===== src/rtl/rtc_ad_pkg.sv =====
// ---- rtc_ad_pkg: shared types, command codes and scripts for the RTC AD sequencer ----
// ---- Rev 1.0 ----
`default_nettype none

package rtc_ad_pkg;

  typedef enum logic [2:0] {
    S_IDLE = 3'd0,
    S_PRE  = 3'd1,
    S_ADDR = 3'd2,
    S_DATA = 3'd3,
    S_POST = 3'd4,
    S_DONE = 3'd5
  } state_t;

  localparam logic [1:0] MODE_INIT    = 2'b00;
  localparam logic [1:0] MODE_WRITE   = 2'b01;
  localparam logic [1:0] MODE_READ    = 2'b10;
  localparam logic [1:0] MODE_ILLEGAL = 2'b11;

  localparam logic [7:0] CMD_RD_LATCH = 8'hF0;
  localparam logic [7:0] CMD_WR_XFER  = 8'hF1;

  // Group order: time, date, timer.
  localparam logic [7:0] GRP_BASE [3] = '{8'h21, 8'h24, 8'h41};

  typedef struct packed {
    logic [7:0] adr;
    logic [7:0] dat;
  } init_ent_t;

  localparam init_ent_t INIT_TAB [10] = '{
    '{8'h02, 8'h10}, '{8'h02, 8'h00}, '{8'h20, 8'h00}, '{8'h21, 8'h00},
    '{8'h22, 8'h00}, '{8'h23, 8'h0C}, '{8'h24, 8'h01}, '{8'h25, 8'h04},
    '{8'h26, 8'h11}, '{8'h27, 8'h01}
  };

endpackage

`default_nettype wire


===== src/rtl/rtc_ad_step_mux.sv =====
// ---- rtc_ad_step_mux: maps sequencer step to AD bus phase, direction and value ----
// ---- Rev 1.0 ----
`default_nettype none

module rtc_ad_step_mux
  import rtc_ad_pkg::*;
#(
  parameter int DW   = 8,
  parameter int NREG = 3,
  parameter int NGRP = 3,
  parameter int IW   = 4
) (
  input  state_t                    state,
  input  logic [1:0]                mode,
  input  logic [$clog2(NGRP)-1:0]   grp,
  input  logic [IW-1:0]             idx,
  input  logic [NREG*DW-1:0]        wr_data,
  output logic                      bus_phase,
  output logic                      bus_wr,
  output logic [DW-1:0]             bus_ad_out
);

  always_comb begin
    bus_phase  = 1'b0;
    bus_wr     = 1'b0;
    bus_ad_out = '0;
    case (state)
      S_PRE:  bus_ad_out = DW'(CMD_RD_LATCH);
      S_POST: bus_ad_out = DW'(CMD_WR_XFER);
      S_ADDR: begin
        if (mode == MODE_INIT) bus_ad_out = DW'(INIT_TAB[idx].adr);
        else                   bus_ad_out = DW'(GRP_BASE[grp]) + DW'(idx);
      end
      S_DATA: begin
        bus_phase = 1'b1;
        if (mode == MODE_INIT) begin
          bus_wr     = 1'b1;
          bus_ad_out = DW'(INIT_TAB[idx].dat);
        end else if (mode == MODE_WRITE) begin
          bus_wr     = 1'b1;
          bus_ad_out = wr_data[idx*DW +: DW];
        end
      end
      default: ;
    endcase
  end

endmodule

`default_nettype wire


===== src/rtl/rtc_ad_sequencer.sv =====
// ---- rtc_ad_sequencer: init/write/read script walker for the RTC multiplexed AD bus ----
// ---- Rev 1.0 ----
`default_nettype none

module rtc_ad_sequencer
  import rtc_ad_pkg::*;
#(
  parameter int DW       = 8,
  parameter int NREG     = 3,
  parameter int NGRP     = 3,
  parameter int INIT_LEN = 10
) (
  input  logic                     clk,
  input  logic                     clr,
  input  logic                     start,
  input  logic [1:0]               mode,
  input  logic [$clog2(NGRP)-1:0]  grp,
  input  logic [NREG*DW-1:0]       wr_data,
  output logic                     busy,
  output logic                     done,
  output logic                     err,
  output logic                     bus_req,
  output logic                     bus_phase,
  output logic                     bus_wr,
  output logic [DW-1:0]            bus_ad_out,
  input  logic                     bus_ack,
  input  logic [DW-1:0]            bus_ad_in,
  output logic [NREG*DW-1:0]       rd_data,
  output logic                     rd_valid
);

  localparam int MAXN = (INIT_LEN > NREG) ? INIT_LEN : NREG;
  localparam int IW   = $clog2(MAXN);
  localparam int GW   = $clog2(NGRP);
  localparam logic [IW-1:0] INIT_LAST = IW'(INIT_LEN - 1);
  localparam logic [IW-1:0] REG_LAST  = IW'(NREG - 1);
  localparam logic [GW:0]   NGRP_W    = NGRP[GW:0];

  state_t                state, nxt_state;
  logic [IW-1:0]         idx, nxt_idx;
  logic [1:0]            mode_q;
  logic [GW-1:0]         grp_q;
  logic [NREG*DW-1:0]    wr_q;
  logic                  reject;
  logic [IW-1:0]         last_idx;

  assign reject   = (mode == MODE_ILLEGAL) ||
                    ((mode != MODE_INIT) && ({1'b0, grp} >= NGRP_W));
  assign last_idx = (mode_q == MODE_INIT) ? INIT_LAST : REG_LAST;

  always_comb begin
    nxt_state = state;
    nxt_idx   = idx;
    case (state)
      S_IDLE: begin
        if (start) begin
          nxt_idx = '0;
          if (reject)                 nxt_state = S_DONE;
          else if (mode == MODE_READ) nxt_state = S_PRE;
          else                        nxt_state = S_ADDR;
        end
      end
      S_PRE:  if (bus_ack) nxt_state = S_ADDR;
      S_ADDR: if (bus_ack) nxt_state = S_DATA;
      S_DATA: begin
        if (bus_ack) begin
          if (idx == last_idx) begin
            nxt_idx   = '0;
            nxt_state = (mode_q == MODE_WRITE) ? S_POST : S_DONE;
          end else begin
            nxt_idx   = idx + 1'b1;
            nxt_state = S_ADDR;
          end
        end
      end
      S_POST: if (bus_ack) nxt_state = S_DONE;
      default: nxt_state = S_IDLE;
    endcase
  end

  // Status outputs are registered from the next state so they line up with it.
  always_ff @(posedge clk) begin
    if (!clr) begin
      state    <= S_IDLE;
      idx      <= '0;
      mode_q   <= '0;
      grp_q    <= '0;
      wr_q     <= '0;
      busy     <= 1'b0;
      done     <= 1'b0;
      err      <= 1'b0;
      bus_req  <= 1'b0;
      rd_valid <= 1'b0;
      rd_data  <= '0;
    end else begin
      state    <= nxt_state;
      idx      <= nxt_idx;
      busy     <= (nxt_state != S_IDLE);
      bus_req  <= (nxt_state == S_PRE) || (nxt_state == S_ADDR) ||
                  (nxt_state == S_DATA) || (nxt_state == S_POST);
      done     <= (nxt_state == S_DONE);
      err      <= (state == S_IDLE) && (nxt_state == S_DONE);
      rd_valid <= (state == S_DATA) && (nxt_state == S_DONE) && (mode_q == MODE_READ);
      if ((state == S_IDLE) && start) begin
        mode_q <= mode;
        grp_q  <= grp;
        wr_q   <= wr_data;
      end
      if ((state == S_DATA) && bus_ack && (mode_q == MODE_READ))
        rd_data[idx*DW +: DW] <= bus_ad_in;
    end
  end

  rtc_ad_step_mux #(
    .DW   (DW),
    .NREG (NREG),
    .NGRP (NGRP),
    .IW   (IW)
  ) u_step_mux (
    .state      (state),
    .mode       (mode_q),
    .grp        (grp_q),
    .idx        (idx),
    .wr_data    (wr_q),
    .bus_phase  (bus_phase),
    .bus_wr     (bus_wr),
    .bus_ad_out (bus_ad_out)
  );

endmodule

`default_nettype wire

===== config.mk =====
export PLATFORM = sky130hd
export DESIGN_NAME = rtc_ad_sequencer
export DESIGN_NICKNAME = d
export VERILOG_FILES = /design/src/rtl/rtc_ad_pkg.sv /design/src/rtl/rtc_ad_step_mux.sv /design/src/rtl/rtc_ad_sequencer.sv
export SDC_FILE = /design/constraint.sdc
export NUM_CORES = 1
export LEC_CHECK = 0
export ABC_AREA = 1
export BUFFER_PORTS_ARGS = -buffer_cell sky130_fd_sc_hd__buf_2
export CORE_ASPECT_RATIO = 0.75
export CORE_UTILIZATION = 50
export CTS_BUF_LIST = sky130_fd_sc_hd__clkbuf_2 sky130_fd_sc_hd__clkbuf_4 sky130_fd_sc_hd__clkbuf_8
export DETAILED_ROUTE_END_ITERATION = 16
export MAX_ROUTING_LAYER = met4
export PLACE_DENSITY_LB_ADDON = 0.2
export SLEW_MARGIN = 20
export SYNTH_ARGS = -nofsm -noshare
export SYNTH_HDL_FRONTEND = slang
export SYNTH_SLANG_ARGS = --single-unit

===== constraint.sdc =====
create_clock -name clk -period 2.4 [get_ports clk]
set_input_delay 0.12 -clock clk [delete_from_list [all_inputs] [get_ports clk]]
set_output_delay 0.12 -clock clk [all_outputs]
set_load 0.05 [all_outputs]

==> summary.txt <==
STA
  • RSZ-0062 raised after global routing: no
  • Min Hold Slack: 0.0269 ns
  • Pins over their slew limit: 0
  • Maximum clock frequency: 434 MHz
  • Final min period: 2.30 ns
  • Relative slew slack: 59.0%
  • Final Hold Vio Count: 0
  • Period utilization: 96.0%
  • Skew final: 0.00746 ns
  • Endpoints failing setup: 0
  • Setup TNS: 0 ns
  • Worst-margin pin slew: 0.609 ns

Drt
  • Post-route ant nets: 0
  • WL/cell: 13.6 um
  • Via count: 3389
  • Routed vias/inst: 5.21
  • 1st-iter DRT viols: 253
  • First-pass DRT Iterations: 5
  • DRC viols: 0
  • Final WL: 8830 um

Floorplanning
  • Die X: 96.2 um
  • Core region area: 6350 um2
  • DIE HEIGHT: 72.6 um
  • Starting density of the core: 52.4%
  • I/O pin cnt: 79
  • Die area: 6980 um2
  • Row count: 25

Place
  • Area after DPL: 3800 um2
  • IO Port Bufs: 78
  • Routability Congestion: 0.949
  • Detail Placement HPWL: 6630 um

Synth
  • Largest area contributor in the netlist: dfxtp_1
  • Syn Nets: 533
  • Synth top area share: 38.5%
  • Synth cell types: 34
  • Synthesized cell area: 3330 um2
  • Top cells by area, synth: dfxtp_1 (39%), nand2_1 (14%), a21oi_1 (7.1%)
  • Synthesized area per cell: 6.87 um2
  • Mapped Cells: 484
  • Register area share after synthesis: 38.5%
  • YS warnings: 0
  • Synth Register Bits: 64

Final layout
  • Finished Cell Area: 3980 um2
  • Area delta synth->final: 19.7%
  • Ant. Diodes: 0
  • FILL cells: 632
  • Commonest non-fill, non-tap cells in the layout: nand2_1 (125), buf_2 (78), dfxtp_1 (64), nor2_1 (59), a21oi_1 (47)
  • Commonest non-fill, non-tap cell in the layout: nand2_1
  • Share of post-route cells with drive strength above 1: 25.4%
  • Final net count: 615

CTS
  • CTS tree: yes
  • Clock Latency Late Sink: 0.34 ns
  • Num CTS Buffers: 9
  • Post-CTS setup buffer count: 0
  • Clock Sinks: 64
  • Clock slew at reported path FFs: 0.07 ns
  • H-tree levels: 3
  • Cts hold-fix bufs: 0
  • Root buf cell: clkbuf_8
  • Clock tree buffer depth: 2
  • CTS resizes: 0

Critical path
  • Worst path arrival time: 2.18 ns
  • CP required: 2.28 ns
  • Crit Path Class: flop to output port
  • Cells along the critical path: inv_2 > ha_1 > ha_1 > o21ai_0 > a21oi_1 > o21ai_0 > nand3_1 > buf_2
  • Worst-path fanout max: 9
  • CP Buf/Inv Count: 2
  • CP peak stage delay: 0.40 ns
  • CP startpoint kind: flop
  • CP delay by family, top: compound AO/OA/AOI/OAI gates
  • Worst Setup End Kind: output port
  • Slowest stage cell, crit path: dfxtp_1

Global routing
  • Initial antenna violation count: 0
  • Met1 usage: 41.2%
  • Global-route met3 utilization: 8.65%
  • Vias in the first global route: 3000
  • Global routing's busiest layer: met1
  • Global-route wire length before repair: 14400 um
  • GRT overflow: 0
  • Largest net degree at the start of global routing: 42
  • Routing usage on met2: 37.7%
  • Overall global routing resource usage: 28.3%

Outcome
  • Outcome: finished, final reports clean

Pwr
  • LEAKAGE: 1.96 nW
  • Peak supply drop: 0.000594 V
  • Pwr/cell area: 772 nW/um2

Min path
  • Worst Hold Class: input pin to flop

Job
  • Maxcap violations: 0
-- worst paths after layout --
path              startpoint            end  slack (ns)  depth (start not counted)
setup / recovery      idx[1]  bus_ad_out[4]         0.1                          8
hold / removal    wr_data[2]        wr_q[2]        0.03                          3
setup reg to reg      idx[1]     rd_data[4]        0.32                          7
hold reg to reg     wr_q[12]       wr_q[12]        0.46                          2
-- report_power, final --
part	total, mW	switching (mW)	internal, mW	leakage [nW]
registers	1.24	0.0735	1.16	0.522
logic	1.01	0.724	0.285	1.34
clock network	0.829	0.396	0.433	0.0917
-- layer usage --
layer,part of all wire (%),up-vias
li1,-,1721
met2,40,135
met4,0.95,0
met1,51,1523
met3,8.4,10
met5,0,-
-- worst min-delay path, stage by stage --
cell and delay [ns]:
buf_2 0.09, nand2_1 0.05, a21oi_1 0.05
-- flip-flops by register name (all words and copies together) (netlist names) --
signal	count
idx	4
done	1
mode_q	2
rd_data	24
bus_req	1
state	3
wr_q	24
busy	1
err	1
grp_q	2
rd_valid	1
-- Yosys cell counts (all sizes together) --
cell type,number
nand2,131
nor2,84
dfxtp,64
a21oi,48
inv,46
o21ai,34
nand3,28
clkbuf,9
ha,9
buf,8
nand4,3
o2111ai,3
o211ai,3
o22ai,3
a21o,2
nor3,2
nor4,2
xor2,2
clkinv,1
nand3b,1
or2,1
-- area by class of cell --
class | instances | area, um2 | area share (%)
multi-input cells | 356 | 1780 | 44.7
flip-flops and latches | 64 | 1280 | 32.2
clock inverters | 3 | 17.5 | 0.440
inverters | 47 | 176 | 4.43
clock buffers | 12 | 159 | 3.99
well taps | 81 | 101 | 2.55
repair buffers | 88 | 465 | 11.7
-- metrics by stage --
stage	instances	setup WS (ns)	power [mW]	util, %
2_1_floorplan	484	0.124	1.96	-
3_3_place_gp	636	0.427	2.23	59.9
3_5_place_dp	636	0.333	2.25	59.9
4_1_cts	651	0.164	3.08	62.7
5_1_grt	651	0.0169	3.25	62.7
6_report	651	0.0957	3.07	62.7
-- cells by family after synthesis --
kind of cell,after synthesis,synth area share (%)
compound gates,93,14.9
xor+xnor,2,0.527
buf+inv,64,7.94
flops,64,38.5
fa+ha+maj,9,3.39
simple gates,252,34.7
Power figures use the tool's default switching activity.
